**src/rtl/cpu_ctrl_pkg.sv**
```systemverilog
// Shared encodings and the per-state output decode for the multicycle CPU controller.
// Output strobes are produced as one packed struct so the FSM can register them in one step.
package cpu_ctrl_pkg;

    typedef enum logic [2:0] {
        ST_FETCH  = 3'd0,
        ST_DECODE = 3'd1,
        ST_EXEC   = 3'd2,
        ST_MEM    = 3'd3,
        ST_WB     = 3'd4,
        ST_BRANCH = 3'd5
    } ctrl_state_e;

    typedef enum logic [1:0] {
        OP_DP    = 2'b00,
        OP_LS    = 2'b01,
        OP_BR    = 2'b10,
        OP_UNDEF = 2'b11
    } op_class_e;

    // 2'b10 is reserved and never driven by this controller
    localparam logic [1:0] PC_SRC_SEQ = 2'b00;
    localparam logic [1:0] PC_SRC_BR  = 2'b01;

    localparam logic [3:0] REG_LR = 4'd14;

    typedef struct packed {
        logic       write_ir;
        logic       write_pc;
        logic [1:0] pc_src;
        logic       rf_rd_en;
        logic       alu_en;
        logic       write_cpsr;
        logic       mem_read;
        logic       mem_write;
        logic       write_reg;
        logic       reg_dst_lr;
        logic       reg_src;
        logic       undef;
    } ctrl_out_t;

    function automatic ctrl_out_t state_outputs(
        input ctrl_state_e st,
        input logic        take_undef,
        input logic [1:0]  op_class,
        input logic        s_bit,
        input logic        ls_load,
        input logic        link
    );
        ctrl_out_t o;
        o = '0;
        case (st)
            ST_FETCH: begin
                o.write_ir = 1'b1;
                o.write_pc = 1'b1;
                o.pc_src   = PC_SRC_SEQ;
            end
            ST_DECODE: begin
                o.rf_rd_en = 1'b1;
                o.undef    = take_undef;
            end
            ST_EXEC: begin
                o.alu_en     = 1'b1;
                o.write_cpsr = (op_class == OP_DP) ? s_bit : 1'b0;
            end
            ST_MEM: begin
                o.mem_read  = ls_load;
                o.mem_write = ~ls_load;
            end
            ST_WB: begin
                o.write_reg = 1'b1;
                o.reg_src   = (op_class == OP_LS) ? 1'b1 : 1'b0;
            end
            ST_BRANCH: begin
                // the ALU already carries the return address, so Reg_src stays 0
                o.write_pc   = 1'b1;
                o.pc_src     = PC_SRC_BR;
                o.write_reg  = link;
                o.reg_dst_lr = link;
                o.reg_src    = 1'b0;
            end
            default: begin
                o = '0;
            end
        endcase
        return o;
    endfunction

endpackage

```
**src/rtl/cpu_ctrl_fsm_if.sv**
```systemverilog
// Control bundle between the CPU controller (master) and the datapath (slave):
// decoded instruction fields and memory handshake in, enables and strobes out.
interface cpu_ctrl_if;
    logic       flag;
    logic [1:0] op_class;
    logic       ls_load;
    logic       s_bit;
    logic       link;
    logic       mem_ready;

    logic       Write_IR;
    logic       Write_PC;
    logic [1:0] PC_src;
    logic       rf_rd_en;
    logic       alu_en;
    logic       Write_CPSR;
    logic       Mem_Read;
    logic       Mem_Write;
    logic       Write_Reg;
    logic       Reg_dst_lr;
    logic       Reg_src;
    logic       undef;

    modport master (
        input  flag, op_class, ls_load, s_bit, link, mem_ready,
        output Write_IR, Write_PC, PC_src, rf_rd_en, alu_en, Write_CPSR,
               Mem_Read, Mem_Write, Write_Reg, Reg_dst_lr, Reg_src, undef
    );

    modport slave (
        output flag, op_class, ls_load, s_bit, link, mem_ready,
        input  Write_IR, Write_PC, PC_src, rf_rd_en, alu_en, Write_CPSR,
               Mem_Read, Mem_Write, Write_Reg, Reg_dst_lr, Reg_src, undef
    );
endinterface

```
**src/rtl/cpu_ctrl_fsm_perf_cnt.sv**
```systemverilog
// Wrapping event counter with increment enable and asynchronous clear.
module ctrl_perf_cnt #(
    parameter int CNT_W = 32
) (
    input  logic             clk,
    input  logic             clr,
    input  logic             inc,
    output logic [CNT_W-1:0] count
);

    localparam logic [CNT_W-1:0] ONE = CNT_W'(1);

    logic [CNT_W-1:0] count_r;

    // counter register, wraps naturally at 2^CNT_W
    always_ff @(posedge clk or posedge clr) begin
        if (clr) begin
            count_r <= '0;
        end else if (inc) begin
            count_r <= count_r + ONE;
        end else begin
            count_r <= count_r;
        end
    end

    assign count = count_r;

endmodule

```
**src/rtl/cpu_ctrl_fsm.sv**
```systemverilog
// Multicycle fetch/decode/execute/memory/write-back sequencer with registered Moore
// outputs and retired/skipped instruction counters.
module cpu_ctrl_fsm
    import cpu_ctrl_pkg::*;
#(
    parameter int CNT_W = 32
) (
    input  logic             clk,
    input  logic             rst,
    cpu_ctrl_if.master       bus,
    output logic [2:0]       state,
    output logic [CNT_W-1:0] retired_cnt,
    output logic [CNT_W-1:0] skipped_cnt
);

    ctrl_state_e state_r;
    ctrl_state_e next_state_s;
    logic        cond_pass_r;
    logic        cond_next_s;
    logic        run_r;
    logic        take_undef_s;
    logic        ret_inc_s;
    logic        skip_inc_s;
    ctrl_out_t   out_r;

    // next-state and counter-event decode; outputs are looked up for the next state
    always_comb begin
        next_state_s = ST_FETCH;
        cond_next_s  = cond_pass_r;
        take_undef_s = 1'b0;
        ret_inc_s    = 1'b0;
        skip_inc_s   = 1'b0;
        case (state_r)
            ST_FETCH: begin
                // first edge after reset only raises the fetch strobes
                if (run_r) begin
                    next_state_s = ST_DECODE;
                    cond_next_s  = bus.flag;
                    take_undef_s = bus.flag & (bus.op_class == OP_UNDEF);
                end else begin
                    next_state_s = ST_FETCH;
                end
            end
            ST_DECODE: begin
                if (!cond_pass_r) begin
                    next_state_s = ST_FETCH;
                    skip_inc_s   = 1'b1;
                end else begin
                    case (bus.op_class)
                        OP_DP:    next_state_s = ST_EXEC;
                        OP_LS:    next_state_s = ST_EXEC;
                        OP_BR:    next_state_s = ST_BRANCH;
                        OP_UNDEF: next_state_s = ST_FETCH;
                        default:  next_state_s = ST_FETCH;
                    endcase
                end
            end
            ST_EXEC: begin
                if (bus.op_class == OP_LS) begin
                    next_state_s = ST_MEM;
                end else begin
                    next_state_s = ST_WB;
                end
            end
            ST_MEM: begin
                if (!bus.mem_ready) begin
                    next_state_s = ST_MEM;
                end else if (bus.ls_load) begin
                    next_state_s = ST_WB;
                end else begin
                    next_state_s = ST_FETCH;
                    ret_inc_s    = 1'b1;
                end
            end
            ST_WB: begin
                next_state_s = ST_FETCH;
                ret_inc_s    = 1'b1;
            end
            ST_BRANCH: begin
                next_state_s = ST_FETCH;
                ret_inc_s    = 1'b1;
            end
            default: begin
                next_state_s = ST_FETCH;
            end
        endcase
    end

    // state, condition latch and registered strobes; reset clears strobes asynchronously
    always_ff @(posedge clk or posedge rst) begin
        if (rst) begin
            state_r     <= ST_FETCH;
            cond_pass_r <= 1'b0;
            run_r       <= 1'b0;
            out_r       <= '0;
        end else begin
            state_r     <= next_state_s;
            cond_pass_r <= cond_next_s;
            run_r       <= 1'b1;
            out_r       <= state_outputs(next_state_s, take_undef_s, bus.op_class,
                                         bus.s_bit, bus.ls_load, bus.link);
        end
    end

    ctrl_perf_cnt #(.CNT_W(CNT_W)) u_retired_cnt (
        .clk   (clk),
        .clr   (rst),
        .inc   (ret_inc_s),
        .count (retired_cnt)
    );

    ctrl_perf_cnt #(.CNT_W(CNT_W)) u_skipped_cnt (
        .clk   (clk),
        .clr   (rst),
        .inc   (skip_inc_s),
        .count (skipped_cnt)
    );

    assign state          = state_r;
    assign bus.Write_IR   = out_r.write_ir;
    assign bus.Write_PC   = out_r.write_pc;
    assign bus.PC_src     = out_r.pc_src;
    assign bus.rf_rd_en   = out_r.rf_rd_en;
    assign bus.alu_en     = out_r.alu_en;
    assign bus.Write_CPSR = out_r.write_cpsr;
    assign bus.Mem_Read   = out_r.mem_read;
    assign bus.Mem_Write  = out_r.mem_write;
    assign bus.Write_Reg  = out_r.write_reg;
    assign bus.Reg_dst_lr = out_r.reg_dst_lr;
    assign bus.Reg_src    = out_r.reg_src;
    assign bus.undef      = out_r.undef;

endmodule

```
**src/flat_wrapper.sv**
```systemverilog
// flat-port wrapper written by rule: the top's interface ports become plain ports
module cpu_ctrl_fsm_flat import cpu_ctrl_pkg::*;
#(
    parameter int CNT_W = 32
)
  (clk, rst, state, retired_cnt, skipped_cnt, bus_flag, bus_op_class, bus_ls_load, bus_s_bit, bus_link, bus_mem_ready, bus_Write_IR, bus_Write_PC, bus_PC_src, bus_rf_rd_en, bus_alu_en, bus_Write_CPSR, bus_Mem_Read, bus_Mem_Write, bus_Write_Reg, bus_Reg_dst_lr, bus_Reg_src, bus_undef);
  cpu_ctrl_if bus_i ();
  input  logic clk;
  input  logic rst;
  output logic [2:0] state;
  output logic [CNT_W-1:0] retired_cnt;
  output logic [CNT_W-1:0] skipped_cnt;
  input wire logic [$bits(bus_i.flag)-1:0] bus_flag;
  input wire logic [$bits(bus_i.op_class)-1:0] bus_op_class;
  input wire logic [$bits(bus_i.ls_load)-1:0] bus_ls_load;
  input wire logic [$bits(bus_i.s_bit)-1:0] bus_s_bit;
  input wire logic [$bits(bus_i.link)-1:0] bus_link;
  input wire logic [$bits(bus_i.mem_ready)-1:0] bus_mem_ready;
  output wire logic [$bits(bus_i.Write_IR)-1:0] bus_Write_IR;
  output wire logic [$bits(bus_i.Write_PC)-1:0] bus_Write_PC;
  output wire logic [$bits(bus_i.PC_src)-1:0] bus_PC_src;
  output wire logic [$bits(bus_i.rf_rd_en)-1:0] bus_rf_rd_en;
  output wire logic [$bits(bus_i.alu_en)-1:0] bus_alu_en;
  output wire logic [$bits(bus_i.Write_CPSR)-1:0] bus_Write_CPSR;
  output wire logic [$bits(bus_i.Mem_Read)-1:0] bus_Mem_Read;
  output wire logic [$bits(bus_i.Mem_Write)-1:0] bus_Mem_Write;
  output wire logic [$bits(bus_i.Write_Reg)-1:0] bus_Write_Reg;
  output wire logic [$bits(bus_i.Reg_dst_lr)-1:0] bus_Reg_dst_lr;
  output wire logic [$bits(bus_i.Reg_src)-1:0] bus_Reg_src;
  output wire logic [$bits(bus_i.undef)-1:0] bus_undef;
  assign bus_i.flag = bus_flag;
  assign bus_i.op_class = bus_op_class;
  assign bus_i.ls_load = bus_ls_load;
  assign bus_i.s_bit = bus_s_bit;
  assign bus_i.link = bus_link;
  assign bus_i.mem_ready = bus_mem_ready;
  assign bus_Write_IR = bus_i.Write_IR;
  assign bus_Write_PC = bus_i.Write_PC;
  assign bus_PC_src = bus_i.PC_src;
  assign bus_rf_rd_en = bus_i.rf_rd_en;
  assign bus_alu_en = bus_i.alu_en;
  assign bus_Write_CPSR = bus_i.Write_CPSR;
  assign bus_Mem_Read = bus_i.Mem_Read;
  assign bus_Mem_Write = bus_i.Mem_Write;
  assign bus_Write_Reg = bus_i.Write_Reg;
  assign bus_Reg_dst_lr = bus_i.Reg_dst_lr;
  assign bus_Reg_src = bus_i.Reg_src;
  assign bus_undef = bus_i.undef;
  cpu_ctrl_fsm #(.CNT_W(CNT_W)) u_core (.clk(clk), .rst(rst), .bus(bus_i), .state(state), .retired_cnt(retired_cnt), .skipped_cnt(skipped_cnt));
endmodule
```
**config.mk**
```make
export PLATFORM = sky130hd
export DESIGN_NAME = cpu_ctrl_fsm_flat
export DESIGN_NICKNAME = d
export VERILOG_FILES = /design/src/rtl/cpu_ctrl_pkg.sv /design/src/rtl/cpu_ctrl_fsm_if.sv /design/src/rtl/cpu_ctrl_fsm_perf_cnt.sv /design/src/rtl/cpu_ctrl_fsm.sv /design/src/flat_wrapper.sv
export SDC_FILE = /design/constraint.sdc
export NUM_CORES = 1
export LEC_CHECK = 0
export CORE_ASPECT_RATIO = 1.25
export CORE_UTILIZATION = 46
export DETAILED_ROUTE_END_ITERATION = 10
export GPL_TIMING_DRIVEN = 0
export HOLD_SLACK_MARGIN = 0.03
export PLACE_DENSITY_LB_ADDON = 0.1
export SETUP_SLACK_MARGIN = 0.15
export SYNTH_ARGS = -nofsm -noshare
export SYNTH_HDL_FRONTEND = slang
export SYNTH_SLANG_ARGS = --single-unit
export TNS_END_PERCENT = 30
```
**constraint.sdc**
```tcl
create_clock -name clk -period 3.2 [get_ports clk]
set_input_delay 0.32 -clock clk [delete_from_list [all_inputs] [get_ports clk]]
set_output_delay 0.32 -clock clk [all_outputs]
set_load 0.05 [all_outputs]
```
==> results of run 1 <==
-- stage by stage --
| stage | hold slack (ns) | setup slack [ns] |
|---|---|---|
| after detailed placement | 0.472 | 0.884 |
| after global routing | 0.352 | 0.802 |
| after floorplan | 0.386 | 0.800 |
| after CTS | 0.322 | 0.992 |
| after global placement | 0.454 | -0.496 |
| final | 0.323 | 1.02 |
-- cells in the final DEF (no fill, tap or decap), types with 2 or more instances in the layout --
cell type	synthesis	routed
xnor2_1	47	47
nor3b_1	3	3
clkbuf_1	0	2
nand2_1	33	33
nand3_1	26	26
xor2_1	15	15
nor4b_1	2	2
clkdlybuf4s50_1	0	87
clkinvlp_4	0	2
mux2_2	2	2
nor2_1	19	19
nor3_1	3	3
buf_6	2	2
conb_1	2	2
nand4_1	17	17
ha_1	2	2
nor4b_4	2	2
nand2b_1	2	2
dfrtp_1	81	81
and2_1	2	2
nor2b_1	2	2
and3_1	14	14
inv_1	8	7
clkbuf_8	0	10
nand4b_1	2	2
and4_1	5	5
or2_2	2	2
-- kinds of logic (layout without fill, tap and decap cells) --
family,count (synthesis),count (layout)
AOI/OAI and AO/OA,3,3
xor gates and xnor gates,62,62
adders and majority gates,2,2
buffers and inverters,11,115
DFF,81,81
muxes,3,3
other,2,2
and+or+nand+nor,142,142
-- path summary, 6_finish.rpt --
kind,startpoint,end,slack [ns]
min reg2reg,u_core.u_skipped_cnt.count[31],u_core.u_skipped_cnt.count[31],0.47
min,rst,u_core.u_skipped_cnt.count[10],0.32
max reg2reg,u_core.state[1],u_core.u_skipped_cnt.count[16],1.02
max in group asynchronous,rst,u_core.u_retired_cnt.count[29],2.29
max,u_core.state[1],u_core.u_skipped_cnt.count[16],1.02
min in group clk,u_core.u_skipped_cnt.count[31],u_core.u_skipped_cnt.count[31],0.47
-- worst max-delay path, delay by kind of cell, from the launching register on --
kind                   cells  cell delay [ns]
flip-flops                 1             0.39
XOR/XNOR                   1             0.15
buffers and inverters      1             0.14
AND/OR/NAND/NOR            4             1.40
-- metal layers --
| layer | vias up | GRT usage [%] | routed length [um] |
|---|---|---|---|
| met5 | - | 0 | 0 |
| met4 | 0 | 7.97 | 138 |
| met3 | 13 | 3.91 | 307 |
| met2 | 55 | 31.9 | 3590 |
| met1 | 1262 | 25.2 | 3180 |
| li1 | 1238 | - | - |
-- report_power, final --
part	leakage (nW)	internal [mW]	total, mW	switching [mW]
combinational	0.920	0.299	0.860	0.561
sequential	1.09	1.13	1.26	0.134
clock	0.0826	0.304	0.664	0.359
total	2.10	1.73	2.79	1.05
-- cell type report --
cell class	instances	area [um^2]	area share, %
multi-input cells	214	1460	30.9
clock buffers	12	145	3.06
well taps	92	115	2.43
clock inverters	4	28.8	0.607
flip-flops and latches	81	2030	42.8
inverters	8	32.5	0.686
plain buffers	3	30.0	0.633
repair buffers	88	898	18.9
==> out/results.tsv, run 1 <==
stage	metric	value	unit
sta	maxClockFrequency	458	MHz
yosys	synth_area_per_cell	11.6	um^2
power	power_per_cell_area	588	nW/um^2
sta	worstMarginPinSlew	0.951	ns
sta	setup_viol_count_final	0	
sta	finalMaxSlewViolations	0	
yosys	synth_top_cells_by_area	dfrtp_1, xnor2_1, xor2_1, nand3_1, nand2_1	
yosys	yosys.area_share.simple	23.5	%
yosys	synth_area	3550	um^2
yosys	yosysWarnings	0	
finish	antenna_cells_inserted	0	
grt	grt_antenna_before_repair	0	
run	max_cap_violations	0	
sta	fin_tns_setup	0	ns
cts	cts_root_buffer	clkbuf_8	
cts	cts.repair.resized	0	
placed_design	post_dp_cell_area	4570	um^2
drt	drt_iter0_markers	129	
power	totalPowerFinal	2.79	mW
worst_setup_path	worst_path_max_delay_cell	nor4b_4	
cts	tritoncts	yes	
die	die-area	8080	um^2
worst_setup_path	timing.critical_path.to_type	register	
status	outcome	finished, final reports clean	
cts	cts_inserted_buffers	9	
yosys	synth.top_cell.area_share	57.1	%
cts	cts_setup_buffers	0	
sta	slew-limit-headroom	36.1	%
die	initial_core_util	47.7	%
placed_design	portBuffers	87	
yosys	multiplexer_fraction_of_the_synthesized_cell_area	0.916	%
cts	clk_path_buf_depth	2	
yosys	synth_top_cell_by_area	dfrtp_1	
die	design.core.area	7440	um^2
yosys	post_synth_fa_ha_maj_area_fraction	0.705	%
drt	drc	0	
yosys	post-synth-top-count-cell	dfrtp_1	
finish	fillers	618	
worst_setup_path	setup.worst_path.class	reg -> reg	
die	num_rows	35	
sta	timing.final.crit_period	2.18	ns
sta	grt_setup_unrepaired	false	
finish	final_util	63.7	%
yosys	syn_nets	317	
placed_design	globalplace.congestion	0.749	
drt	vias_per_cell	5.12	
worst_setup_path	crit_path_max_incr_delay	0.63	ns
worst_setup_path	worst-r2r-cell-count	6	
finish	layout.cells.non_filler	502	
yosys	netlist_top_cells_count	dfrtp_1, xnor2_1, nand2_1, nand3_1, nor2_1	
cts	clock_tree.htree_level_count	3	
finish	layout.nets	416	
hold_path	timing.hold.worst.class	in -> async	
finish	areaGrowthSynthToFinish	33.5	%
yosys	seq_area_frac_synth	57.1	%
yosys	number_of_flops_mapped_to_enable_cells_by_yosys	0	
yosys	synthFlopType	dfrtp_1	
cts	clock_sink_count	81	
die	chipHeight	100	um
cts	clkLatencyLatePin	0.34	ns
yosys	distinct_cell_type_count_of_the_synthesized_netlist	36	
cts	clkSlewWorstSetupHoldPaths	0.09	ns
die	die_w	80.6	um
drt	wl	7220	um
placed_design	place.detailed.instances	486	
grt	grt_overflow_total	0	
cts	cts_hold_buf	0	
power	p_leak	2.10	nW
yosys	synth_compound_area_share	0.564	%
worst_setup_path	worst_ep_required_time	3.43	ns
yosys	synth_async_sr_flop_share	100	%
die	top_level_i_o_count	89	
worst_setup_path	crit_path_max_fanout	10	
finish	post_route_cells_drive_above_1_share	7.56	%
yosys	ys_ff_latch	81	
sta	skew	0.0149	ns
grt	gr-usage-all-layers	19.5	%
worst_setup_path	worst-endpoint-arrival	2.41	ns
yosys	synthesis.instances	306	
placed_design	post-dp-hpwl	5170	um
worst_setup_path	start_kind	register	
drt	tritonroute_pass_1_iters	4	
grt	grt_pass1_wl	12100	um
drt	dr_total_vias	2568	
sta	timing_hold_violations_final	0	
yosys	synth_top_family_by_area	simple AND/OR/NAND/NOR gates	
yosys	post_synth_xor_area_fraction	15.3	%
grt	grt_start_max_net_pins	54	
sta	min_period_over_period	68.2	%
worst_setup_path	timing.critical_path.cells	buf_6, nor4b_4, nand4_2, nor4_2, nand4_1, xnor2_1	
grt	first_global_vias	2519	
drt	remaining_number_of_nets_flagged_by_the_antenna_check_after_routing	0	
drt	routed_wire_length_per_instance	14.4	um
power	vdd_drop_max	0.498	mV
finish	final_cell_area	4740	um^2
No activity file was read; power rests on OpenSTA's default activity.
==> run 2: changes to the inputs <==
--- a/config.mk
+++ b/config.mk
@@ -6,7 +6,7 @@
 export NUM_CORES = 1
 export LEC_CHECK = 0
 export CORE_ASPECT_RATIO = 1.25
-export CORE_UTILIZATION = 46
+export CORE_UTILIZATION = 44
 export DETAILED_ROUTE_END_ITERATION = 10
 export GPL_TIMING_DRIVEN = 0
 export HOLD_SLACK_MARGIN = 0.03
==> constraint.sdc (replaced) <==
create_clock -name clk -period 1.8 [get_ports clk]
set_input_delay 0.18 -clock clk [delete_from_list [all_inputs] [get_ports clk]]
set_output_delay 0.18 -clock clk [all_outputs]
set_load 0.05 [all_outputs]
==> run 2 against run 1 <==
- the run now ends with setup timing left
- sequential cell count did not move
- register-to-register slack got worse by 1.0 ns
- total power rose by 94%
- core utilization rose by 1.7 points
- die area rose by 4.4%
- highest routed layer unchanged
- wire length rose by 8.5%
- count of clock-buffer cells in the layout fell by 1
- non-clock buffer count rose by 24
- critical path depth did not move
- critical path type unchanged
- global-route usage rose by 0.16 points
==> out/results.tsv, run 2 (same netlist as run 1, synthesis figures left out) <==
stage	metric	value	unit	change
finish	areaGrowthSynthToFinish	43.6	%	
drt	drt_iter0_markers	136		+5.4%
power	p_leak	2.67	nW	+27%
die	num_rows	36		+2.9%
die	chipHeight	102	um	+2.2%
cts	clkSlewWorstSetupHoldPaths	0.09	ns	about the same
cts	clkLatencyLatePin	0.34	ns	about the same
drt	drc	0		unchanged
finish	final_common_cell	dlygate4sd2_1		
sta	fin_tns_setup	-0.0371	ns	-0.0371 ns
grt	grt_start_max_net_pins	33		-39%
cts	cts_hold_buf	0		unchanged
finish	fillers	650		+5.2%
die	design.core.area	7790	um^2	+4.7%
finish	final_cell_area	5100	um^2	+7.5%
grt	layer_with_the_highest_usage	met2		
power	totalPowerFinal	5.41	mW	+94%
die	die_w	82.4	um	+2.2%
power	combinationalPowerShare	30.0	%	-0.9 points
status	violations_in_the_final_reports	setup timing		
sta	finalMaxSlewViolations	0		unchanged
drt	tritonroute_pass_1_iters	4		unchanged
placed_design	portBuffers	87		unchanged
sta	timing.final.crit_period	1.81	ns	-0.371 ns
grt	grt_antenna_before_repair	0		unchanged
finish	ff_latch_area	2040	um^2	+0.43%
power	cellInternalPower	3.43	mW	+98%
sta	fin_ws	-0.0124	ns	-1.03 ns
power	clockPowerShare	28.5	%	+4.7 points
placed_design	post_dp_cell_area	4590	um^2	+0.41%
sta	worstMarginPinSlew	0.732	ns	-0.219 ns
worst_setup_path	timing.critical_path.from	u_core.state[2]		
sta	setup_viol_count_final	5		+5
finish	layout.cells.non_filler	529		+5.4%
placed_design	setup_slack_at_placement	-0.431	ns	-1.32 ns
grt	global_routing_met2_resource_utilization	32.8	%	+0.93 points
worst_setup_path	worst_ep_required_time	2.02	ns	-1.41 ns
status	outcome	complete, but fails checks		
cts	tritoncts	yes		
placed_design	place.detailed.instances	490		+0.82%
sta	maxClockFrequency	552	MHz	+20%
cts	cts_inserted_buffers	9		unchanged
drt	remaining_number_of_nets_flagged_by_the_antenna_check_after_routing	0		unchanged
sta	skew	0.0152	ns	+0.000302 ns
drt	vias_per_cell	5.11		-0.19%
die	die-area	8440	um^2	+4.4%
placed_design	globalplace.congestion	0.745		-0.45%
sta	grt_setup_unrepaired	true		
die	top_level_i_o_count	89		unchanged
power	power.share.sequential	41.5	%	-3.8 points
grt	grt_pass1_wl	12400	um	+2.3%
finish	post_route_cells_drive_above_1_share	21.2	%	+14 points
cts	cts_root_buffer	clkbuf_8		
hold_path	timing.hold.worst.class	in -> async		
grt	gr-usage-all-layers	19.7	%	+0.16 points
power	switchingPower	1.98	mW	+87%
worst_setup_path	crit_path_max_fanout	6		-4
cts	clock_tree.htree_level_count	3		unchanged
power	vdd_drop_max	0.738	mV	+48%
finish	final_cell_mix	dlygate4sd2_1, dfrtp_1, xnor2_1		
grt	grt_overflow_total	0		unchanged
die	initial_core_util	45.6	%	-2.1 points
drt	wl	7830	um	+8.5%
drt	routed_wire_length_per_instance	14.8	um	+2.9%
cts	clock_sink_count	81		unchanged
run	max_cap_violations	0		unchanged
finish	antenna_cells_inserted	0		unchanged
sta	min_period_over_period	101	%	+32 points
worst_setup_path	timing.rr.start	u_core.state[2]		
worst_setup_path	worst-endpoint-arrival	2.04	ns	-0.37 ns
grt	met1_usage	24.6	%	-0.60 points
finish	layout.nets	440		+5.8%
cts	clk_path_buf_depth	2		unchanged
sta	slew-limit-headroom	50.5	%	+14 points
grt	use_met3	5.09	%	+1.2 points
finish	multi_input_area	1650	um^2	+12%
power	p_sw_share	36.6	%	-1.3 points
worst_setup_path	timing.critical_path.to_type	register		
placed_design	post-dp-hpwl	5250	um	+1.5%
worst_setup_path	setup.worst_path.class	reg -> reg		
grt	first_global_vias	2604		+3.4%
sta	timing_hold_violations_final	0		unchanged
worst_setup_path	start_kind	register		
drt	dr_total_vias	2701		+5.2%
power	power_per_cell_area	1060	nW/um^2	+80%
-- run 2: cell types whose count changed in the layout (fill, tap and decap cells not counted), sizes merged --
cell           before  now
bufinv              0    2
clkbuf             12   11
clkdlybuf4s50      87    8
clkinvlp            2    1
dlygate4sd2         0   79
buf                 4   28
-- run 2: layout make-up --
cell class,count,share of cell area [%]
Timing Repair Buffer,112,19.5
Clock buffer,11,2.97
Inverter,8,0.663
Sequential cell,81,39.9
Multi-Input combinational cell,214,32.3
Tap cell,95,2.33
Clock inverter,5,1.69
Buffer,3,0.589
-- run 2: power groups by stage --
stage	registers, mW	logic, mW	clock network [mW]
3_3_place_gp	2.28	1.51	0
5_1_grt	2.29	1.72	1.65
3_5_place_dp	2.27	1.54	0
4_1_cts	2.24	1.55	1.59
6_report	2.25	1.62	1.54
2_1_floorplan	2.84	0.446	0
-- run 2: final timing paths --
path                            slack (ns)                              to  depth (start not counted)
worst max-delay path                 -0.01  u_core.u_retired_cnt.count[26]                          6
worst min-delay path                  0.21  u_core.u_skipped_cnt.count[15]                          2
worst max register to register       -0.01  u_core.u_retired_cnt.count[26]                          6
worst min register to register        0.46  u_core.u_skipped_cnt.count[31]                          1
max in group asynchronous             1.05                 u_core.state[2]                          3
min in group clk                      0.39           u_core.bus.Reg_dst_lr                          3
-- run 2: timing repair --
action / CTS / global route
cloned: 0 / 1
pin swaps: 33 / 9
endpoints found under the hold margin: 0 / 0
resized for setup: 124 / 7
buffers inserted: 16 / 6
setup endpoints to repair: 133 / 54
-- run 2: per-stage QoR --
step / hold slack, ns / util, %
floorplan: 0.246 / -
global placement: 0.455 / 58.3
detailed placement: 0.456 / 58.8
CTS: 0.206 / 64.5
global route: 0.224 / 65.4
finish: 0.214 / 65.4
-- run 2: routing by layer --
| metal | vias to the layer above | share of wire [%] |
|---|---|---|
| met2 | 62 | 50 |
| li1 | 1288 | - |
| met4 | 0 | 1.6 |
| met1 | 1340 | 43 |
| met5 | - | 0 |
| met3 | 11 | 5.0 |
-- run 2: worst max-delay path, cell delays in order, from the launching register on --
cell      delay (ns)
dfrtp_2         0.46
nand4b_1        0.24
o22a_4          0.27
nor4b_4         0.29
buf_4           0.21
nand3_2         0.08
xnor2_1         0.15
==> run 3: changes to the inputs <==
--- a/config.mk
+++ b/config.mk
@@ -5,6 +5,7 @@
 export SDC_FILE = /design/constraint.sdc
 export NUM_CORES = 1
 export LEC_CHECK = 0
+export ABC_CLOCK_PERIOD_IN_PS = 1800
 export CORE_ASPECT_RATIO = 1.25
 export CORE_UTILIZATION = 44
 export DETAILED_ROUTE_END_ITERATION = 10
==> results of run 3 <==
The final DEF is identical to that of run 2; final timing and power are the same.
==> edit 1, RTL diff (flow settings as in run 3) <==
`CNT_W` is set to 32 in 3 places; all go to 64.
--- a/src/rtl/cpu_ctrl_fsm_perf_cnt.sv
+++ b/src/rtl/cpu_ctrl_fsm_perf_cnt.sv
@@ -1,6 +1,6 @@
 // Wrapping event counter with increment enable and asynchronous clear.
 module ctrl_perf_cnt #(
-    parameter int CNT_W = 32
+    parameter int CNT_W = 64
 ) (
     input  logic             clk,
     input  logic             clr,
--- a/src/rtl/cpu_ctrl_fsm.sv
+++ b/src/rtl/cpu_ctrl_fsm.sv
@@ -3,7 +3,7 @@
 module cpu_ctrl_fsm
     import cpu_ctrl_pkg::*;
 #(
-    parameter int CNT_W = 32
+    parameter int CNT_W = 64
 ) (
     input  logic             clk,
     input  logic             rst,
--- a/src/flat_wrapper.sv
+++ b/src/flat_wrapper.sv
@@ -1,7 +1,7 @@
 // flat-port wrapper written by rule: the top's interface ports become plain ports
 module cpu_ctrl_fsm_flat import cpu_ctrl_pkg::*;
 #(
-    parameter int CNT_W = 32
+    parameter int CNT_W = 64
 )
   (clk, rst, state, retired_cnt, skipped_cnt, bus_flag, bus_op_class, bus_ls_load, bus_s_bit, bus_link, bus_mem_ready, bus_Write_IR, bus_Write_PC, bus_PC_src, bus_rf_rd_en, bus_alu_en, bus_Write_CPSR, bus_Mem_Read, bus_Mem_Write, bus_Write_Reg, bus_Reg_dst_lr, bus_Reg_src, bus_undef);
   cpu_ctrl_if bus_i ();
Interface: changed (resized retired_cnt and skipped_cnt); port bits go from 89 to 153. The function was not compared with the original's and may differ.
==> edit 1 against run 3 <==
Routed wire length increased to 2.7 times the old value. The run ends with DRC, setup timing left. Synthesized area up 86%. Utilization rose by 14 points. Power rose by 76%. Sequential cell count is 64 higher. Cell area grew 130%. Worst hold slack worse by 0.046 ns. Setup slack lost 0.91 ns.
==> edit 1: results (changes against run 3) <==
Outcome = finished, violations left
Failing checks = DRC, setup timing
CP max stage delay = 0.56 ns (+0.10 ns)
R2R Path End = u_core.u_skipped_cnt.count[43]
WP data arrival = 3.07 ns (+1.03 ns)
M1 GR Usage = 29.7% (+5.1 points)
Number of buffers added on ports = 151 (+74%)
Overall global routing resource usage = 26.1% (+6.4 points)
Root buf cell = clkbuf_16
Initial DRC Count = 416 (+210%)
Worst vdd ir = 0.908 mV (+23%)
DRT Pass-1 Iters = 11 (+7)
Number of remaining DRC errors = 10 (+10)
Critical Path Fanout Max = 10 (+4)
Routed wire length = 21.2 mm (+170%)
Synth cell count leaders = dfrtp_1, xnor2_1, xor2_1
Fraction of layout cells with a size suffix above 1 = 32.4% (+11 points)
TritonCTS Buffers = 17 (+8)
Clock transition at path regs = 0.06 ns (-0.03 ns)
Fillers = 833 (+28%)
GR Util met3 = 6.38% (+1.3 points)
RR Startpoint = u_core.state[1]
H-tree depth = 4 (+1)
First-pass GRT wire length = 31.8 mm (+160%)
Dpl ws = -1.47 ns (-1.04 ns)
Final setup margin = -0.926 ns (-0.913 ns)
RD Place Congestion = 0.852 (+14%)
Largest net degree at the start of global routing = 37 (+12%)
Vias in the first global route = 6119 (+130%)
Leak = 0.00772 uW (+190%)
Worst-Skew Late Latency = 0.42 ns (+0.08 ns)
Synth top area cells = dfrtp_1, xnor2_1, xor2_1, nand4_1, nand3_1
Vias per inst = 5.65 (+11%)
Endpoints failing setup = 131 (+126)
Synthesized net count = 626 (+97%)
-- edit 1: cell types whose count changed in the layout (fill, tap and decap cells not counted), moves of 12 or more --
cell,delta
xor2_1,+40
nand4_1,+29
nand3_2,+12
xnor2_1,+14
nor3_4,+12
buf_6,+44
buf_4,+25
dfrtp_1,+60
dlygate4sd2_1,-78
nor4_4,+16
dlymetal6s2s_1,+140
nor2_1,+14
clkbuf_16,+21
-- edit 1: power by group --
group / switching (uW) / internal, uW
Sequential: 240 / 3460
Clock: 1370 / 2170
Combinational: 1320 / 942
-- edit 1: worst max path at each step --
stage	startpoint	end	slack [ns]	depth (start not counted)
finish	u_core.state[1]	u_core.u_skipped_cnt.count[43]	-0.93	8
global route	u_core.state[1]	u_core.u_skipped_cnt.count[49]	-1.00	8
CTS	u_core.state[1]	u_core.u_skipped_cnt.count[49]	-0.91	8
detailed placement	u_core.state[1]	u_core.u_skipped_cnt.count[58]	-1.47	6
global placement	rst	u_core.state[0]	-1.64	2
floorplan	u_core.state[0]	u_core.u_skipped_cnt.count[49]	-0.97	8
-- edit 1: timing repair --
item	4_1_cts	5_1_grt
buffers inserted	71	24
cloned	1	0
endpoints found under the hold margin	0	0
setup endpoints to repair	272	282
gates resized for setup	193	241
pin swaps	86	64
-- edit 1: worst max-delay path: cells and delay by family, from the launching register on --
kind          cells  cell delay, ns
buf+inv           3            0.44
xor+xnor          1            0.15
simple gates      4            1.64
flops             1            0.41
-- edit 1: per-stage QoR --
| step | setup TNS (ns) | area, sq um | hold slack, ns | cells |
|---|---|---|---|---|
| CTS | -49.32 | 10600 | 0.175 | 1051 |
| global route | -81.39 | 11500 | 0.208 | 1075 |
| detailed placement | -98.31 | 8470 | 0.457 | 948 |
| finish | -70.30 | 11500 | 0.169 | 1075 |
| global placement | -302.16 | 8390 | 0.456 | 944 |
| floorplan | -85.49 | 6650 | 0.246 | 615 |
-- edit 1: final cells by class --
type	count	share of cell area [%]
Buffer	15	1.80
Clock buffer	22	4.20
Clock inverter	9	0.933
Inverter	12	0.423
Multi-Input combinational cell	443	34.0
Sequential cell	145	31.6
Tap cell	178	1.93
Timing Repair Buffer	251	25.1
-- edit 1: logic make-up after synthesis --
| logic type | after synthesis | share of synthesized area [%] |
|---|---|---|
| buffers and inverters | 27 | 1.86 |
| xor gates and xnor gates | 126 | 16.7 |
| other | 2 | 0.114 |
| DFF | 145 | 55.0 |
| muxes | 4 | 0.645 |
| AOI/OAI and AO/OA | 4 | 0.323 |
| adders and majority gates | 2 | 0.379 |
| and+or+nand+nor | 305 | 24.9 |
-- edit 1: per-layer routing --
layer  wire [um]  share of wire [%]
met2       11300                 53
met5           0                  0
met4         767                3.6
met3        1100                5.2
met1        8000                 38
==> edit 2, RTL diff (flow settings as in run 3) <==
Made on the original files. Put a register stage on the output `skipped_cnt`, with the module's reset. The value now appears one clock later. The other outputs are not delayed to match.
--- a/src/rtl/cpu_ctrl_fsm.sv
+++ b/src/rtl/cpu_ctrl_fsm.sv
@@ -12,6 +12,8 @@
     output logic [CNT_W-1:0] retired_cnt,
     output logic [CNT_W-1:0] skipped_cnt
 );
+
+    logic [CNT_W-1:0] skipped_cnt_d;
 
     ctrl_state_e state_r;
     ctrl_state_e next_state_s;
@@ -113,7 +115,7 @@
         .clk   (clk),
         .clr   (rst),
         .inc   (skip_inc_s),
-        .count (skipped_cnt)
+        .count (skipped_cnt_d)
     );
 
     assign state          = state_r;
@@ -130,5 +132,13 @@
     assign bus.Reg_src    = out_r.reg_src;
     assign bus.undef      = out_r.undef;
 
+    always_ff @(posedge clk or posedge rst) begin
+        if (rst) begin
+            skipped_cnt <= '0;
+        end else begin
+            skipped_cnt <= skipped_cnt_d;
+        end
+    end
+
 endmodule
 
Check against the original RTL: not equivalent (Yosys sat finds a counterexample within 4 cycles, from zero or initial values and one cycle with rst high).
==> edit 2 against run 3 <==
The run still ends with setup timing left. Setup slack lost 0.054 ns. Synthesized area increased by 21%. Power increased by 50%. Sequential share of layout area grew 4.2 points. Count of clock-buffer cells in the layout increased by 7. Largest cell class unchanged. Sequential cell count rose by 32. Final cell count increased by 17%. Routed wire length rose by 14%. Cell area rose by 26%. Critical path depth fell by 1.
==> edit 2: results (changes against run 3) <==
Slew @ Worst Pin = 0.711 ns (-0.0213 ns)
Clk_skew = 0.00874 ns (-0.00647 ns)
Critical Path Fanout Max = 5 (-1)
Mapped Cells = 336 (+9.8%)
TritonCTS Buffers = 17 (+8)
Slowest CP cell = or3_4
Initial DRC Count = 144 (+5.9%)
Synthesized net count = 347 (+9.5%)
Fraction of layout cells with a size suffix above 1 = 26.3% (+5.1 points)
Overall global routing resource usage = 18.7% (-1.0 points)
Yosys Warn Count = 0 (unchanged)
Ant diodes = 0 (unchanged)
WP data arrival = 2.14 ns (+0.10 ns)
Hold Crit Class = in -> async
Primary FF master, synth = dfrtp_1
Synth Area in XOR/XNOR = 12.7% (-2.6 points)
Failing checks = setup timing
DRT Pass-1 Iters = 6 (+2)
Seq/Total Area, Yosys = 66.1% (+9.0 points)
Mux share of post-synthesis cell area = 1.02% (+0.11 points)
Root buf cell = clkbuf_16
Final setup margin = -0.0659 ns (-0.0535 ns)
Leak = 0.00334 uW (+25%)
Clock transition at path regs = 0.06 ns (-0.03 ns)
Largest net degree at the start of global routing = 40 (+21%)
Vias per inst = 4.88 (-4.5%)
Post-synthesis compound-gate area fraction = 0.585% (+0.021 points)
CP max stage delay = 0.45 ns
Worst vdd ir = 0.703 mV (-4.8%)
Outcome = finished, violations left
Post-DP HPWL = 5.47 mm (+4.2%)
Vias in the first global route = 2991 (+15%)
Synth cell count leaders = dfrtp_1, xnor2_1, nand2_1
H-tree depth = 4 (+1)
CP delay by family, top = simple AND/OR/NAND/NOR gates
Endpoints failing setup = 16 (+11)
Post-synthesis adder-cell area fraction = 0.585% (-0.12 points)
Worst-Skew Late Latency = 0.40 ns (+0.06 ns)
Async set or reset register ratio after synthesis = 100% (unchanged)
Synth cell types = 34 (-5.6%)
Nets = 496 (+13%)
Routed WL per cell = 14.3 um (-3.2%)
First-pass GRT wire length = 14.7 mm (+19%)
Dpl ws = -0.604 ns (-0.173 ns)
Number of buffers added on ports = 87 (unchanged)
RD Place Congestion = 0.787 (+5.7%)
Max Root-Sink Buffers = 2 (unchanged)
Synth top area cells = dfrtp_1, xnor2_1, xor2_1, nand3_1, nand2_1
Fillers = 703 (+8.2%)
edit 2: changes by cell type after synthesis, moves of 2 or more:
cell,change
inv_1,+4
nand3_1,+2
or2_2,-2
and2_1,+2
dfrtp_1,+32
nor3_1,+8
and3_1,-7
xor2_1,+5
nand4_1,-6
xnor2_1,-5
buf_6,-2
edit 2: logic make-up (layout without fill, tap and decap cells):
logic type,after synthesis,count (layout)
AND/OR/NAND/NOR,135,135
multiplexers,4,4
AO/OA/AOI/OAI,4,4
other,2,2
flip-flops,113,113
XOR/XNOR,62,62
buffers and inverters,14,176
adder cells (fa/ha/maj),2,2
edit 2: worst paths after layout:
check | start | to | slack, ns | depth (start not counted)
max | u_core.u_retired_cnt.count[2] | u_core.u_retired_cnt.count[25] | -0.07 | 5
min | rst | u_core.skipped_cnt[15] | 0.14 | 2
max reg2reg | u_core.u_retired_cnt.count[2] | u_core.u_retired_cnt.count[25] | -0.07 | 5
min reg2reg | u_core.u_skipped_cnt.count[28] | u_core.skipped_cnt[28] | 0.38 | 0
max in group asynchronous | rst | u_core.u_retired_cnt.count[1] | 0.91 | 4
min in group clk | bus_link | u_core.bus.Reg_dst_lr | 0.34 | 3
edit 2: report_power, final:
part / internal (uW) / switching, uW / total, uW
Clock: 2090 / 1200 / 3290
Sequential: 2810 / 246 / 3050
Combinational: 614 / 1120 / 1740
edit 2: through the flow:
stage | TNS [ns] | hold slack (ns) | power, uW | cells | area [sq um]
finish | -0.606 | 0.136 | 8080 | 621 | 6430
global route | -2.56 | 0.166 | 8420 | 621 | 6430
CTS | -0.322 | 0.138 | 8050 | 607 | 6250
detailed placement | -14.76 | 0.360 | 4670 | 549 | 5370
global placement | -106.41 | 0.364 | 4640 | 546 | 5310
floorplan | -12.92 | 0.246 | 4120 | 336 | 4280
edit 2: repair_timing:
item / 4_1_cts / 5_1_grt
pin swaps: 40 / 33
resized for setup: 127 / 26
hold buffers: 0 / 0
buffers inserted: 26 / 14
endpoints found under the hold margin: 0 / 0
setup endpoints to repair: 137 / 53
edit 2: layout make-up:
class                   count  share of cell area, %
well taps                 123                   2.39
inverters                  12                  0.759
plain buffers               2                  0.292
repair buffers            130                   17.9
multi-input cells         209                   25.3
flip-flops and latches    113                   44.2
clock inverters            14                   2.41
clock buffers              18                   6.83
edit 2: layer usage:
metal	GRT usage, %	share of wire, %
met1	23.3	41
met5	0	0
met2	31.3	54
met3	5.01	3.7
met4	6.88	0.78
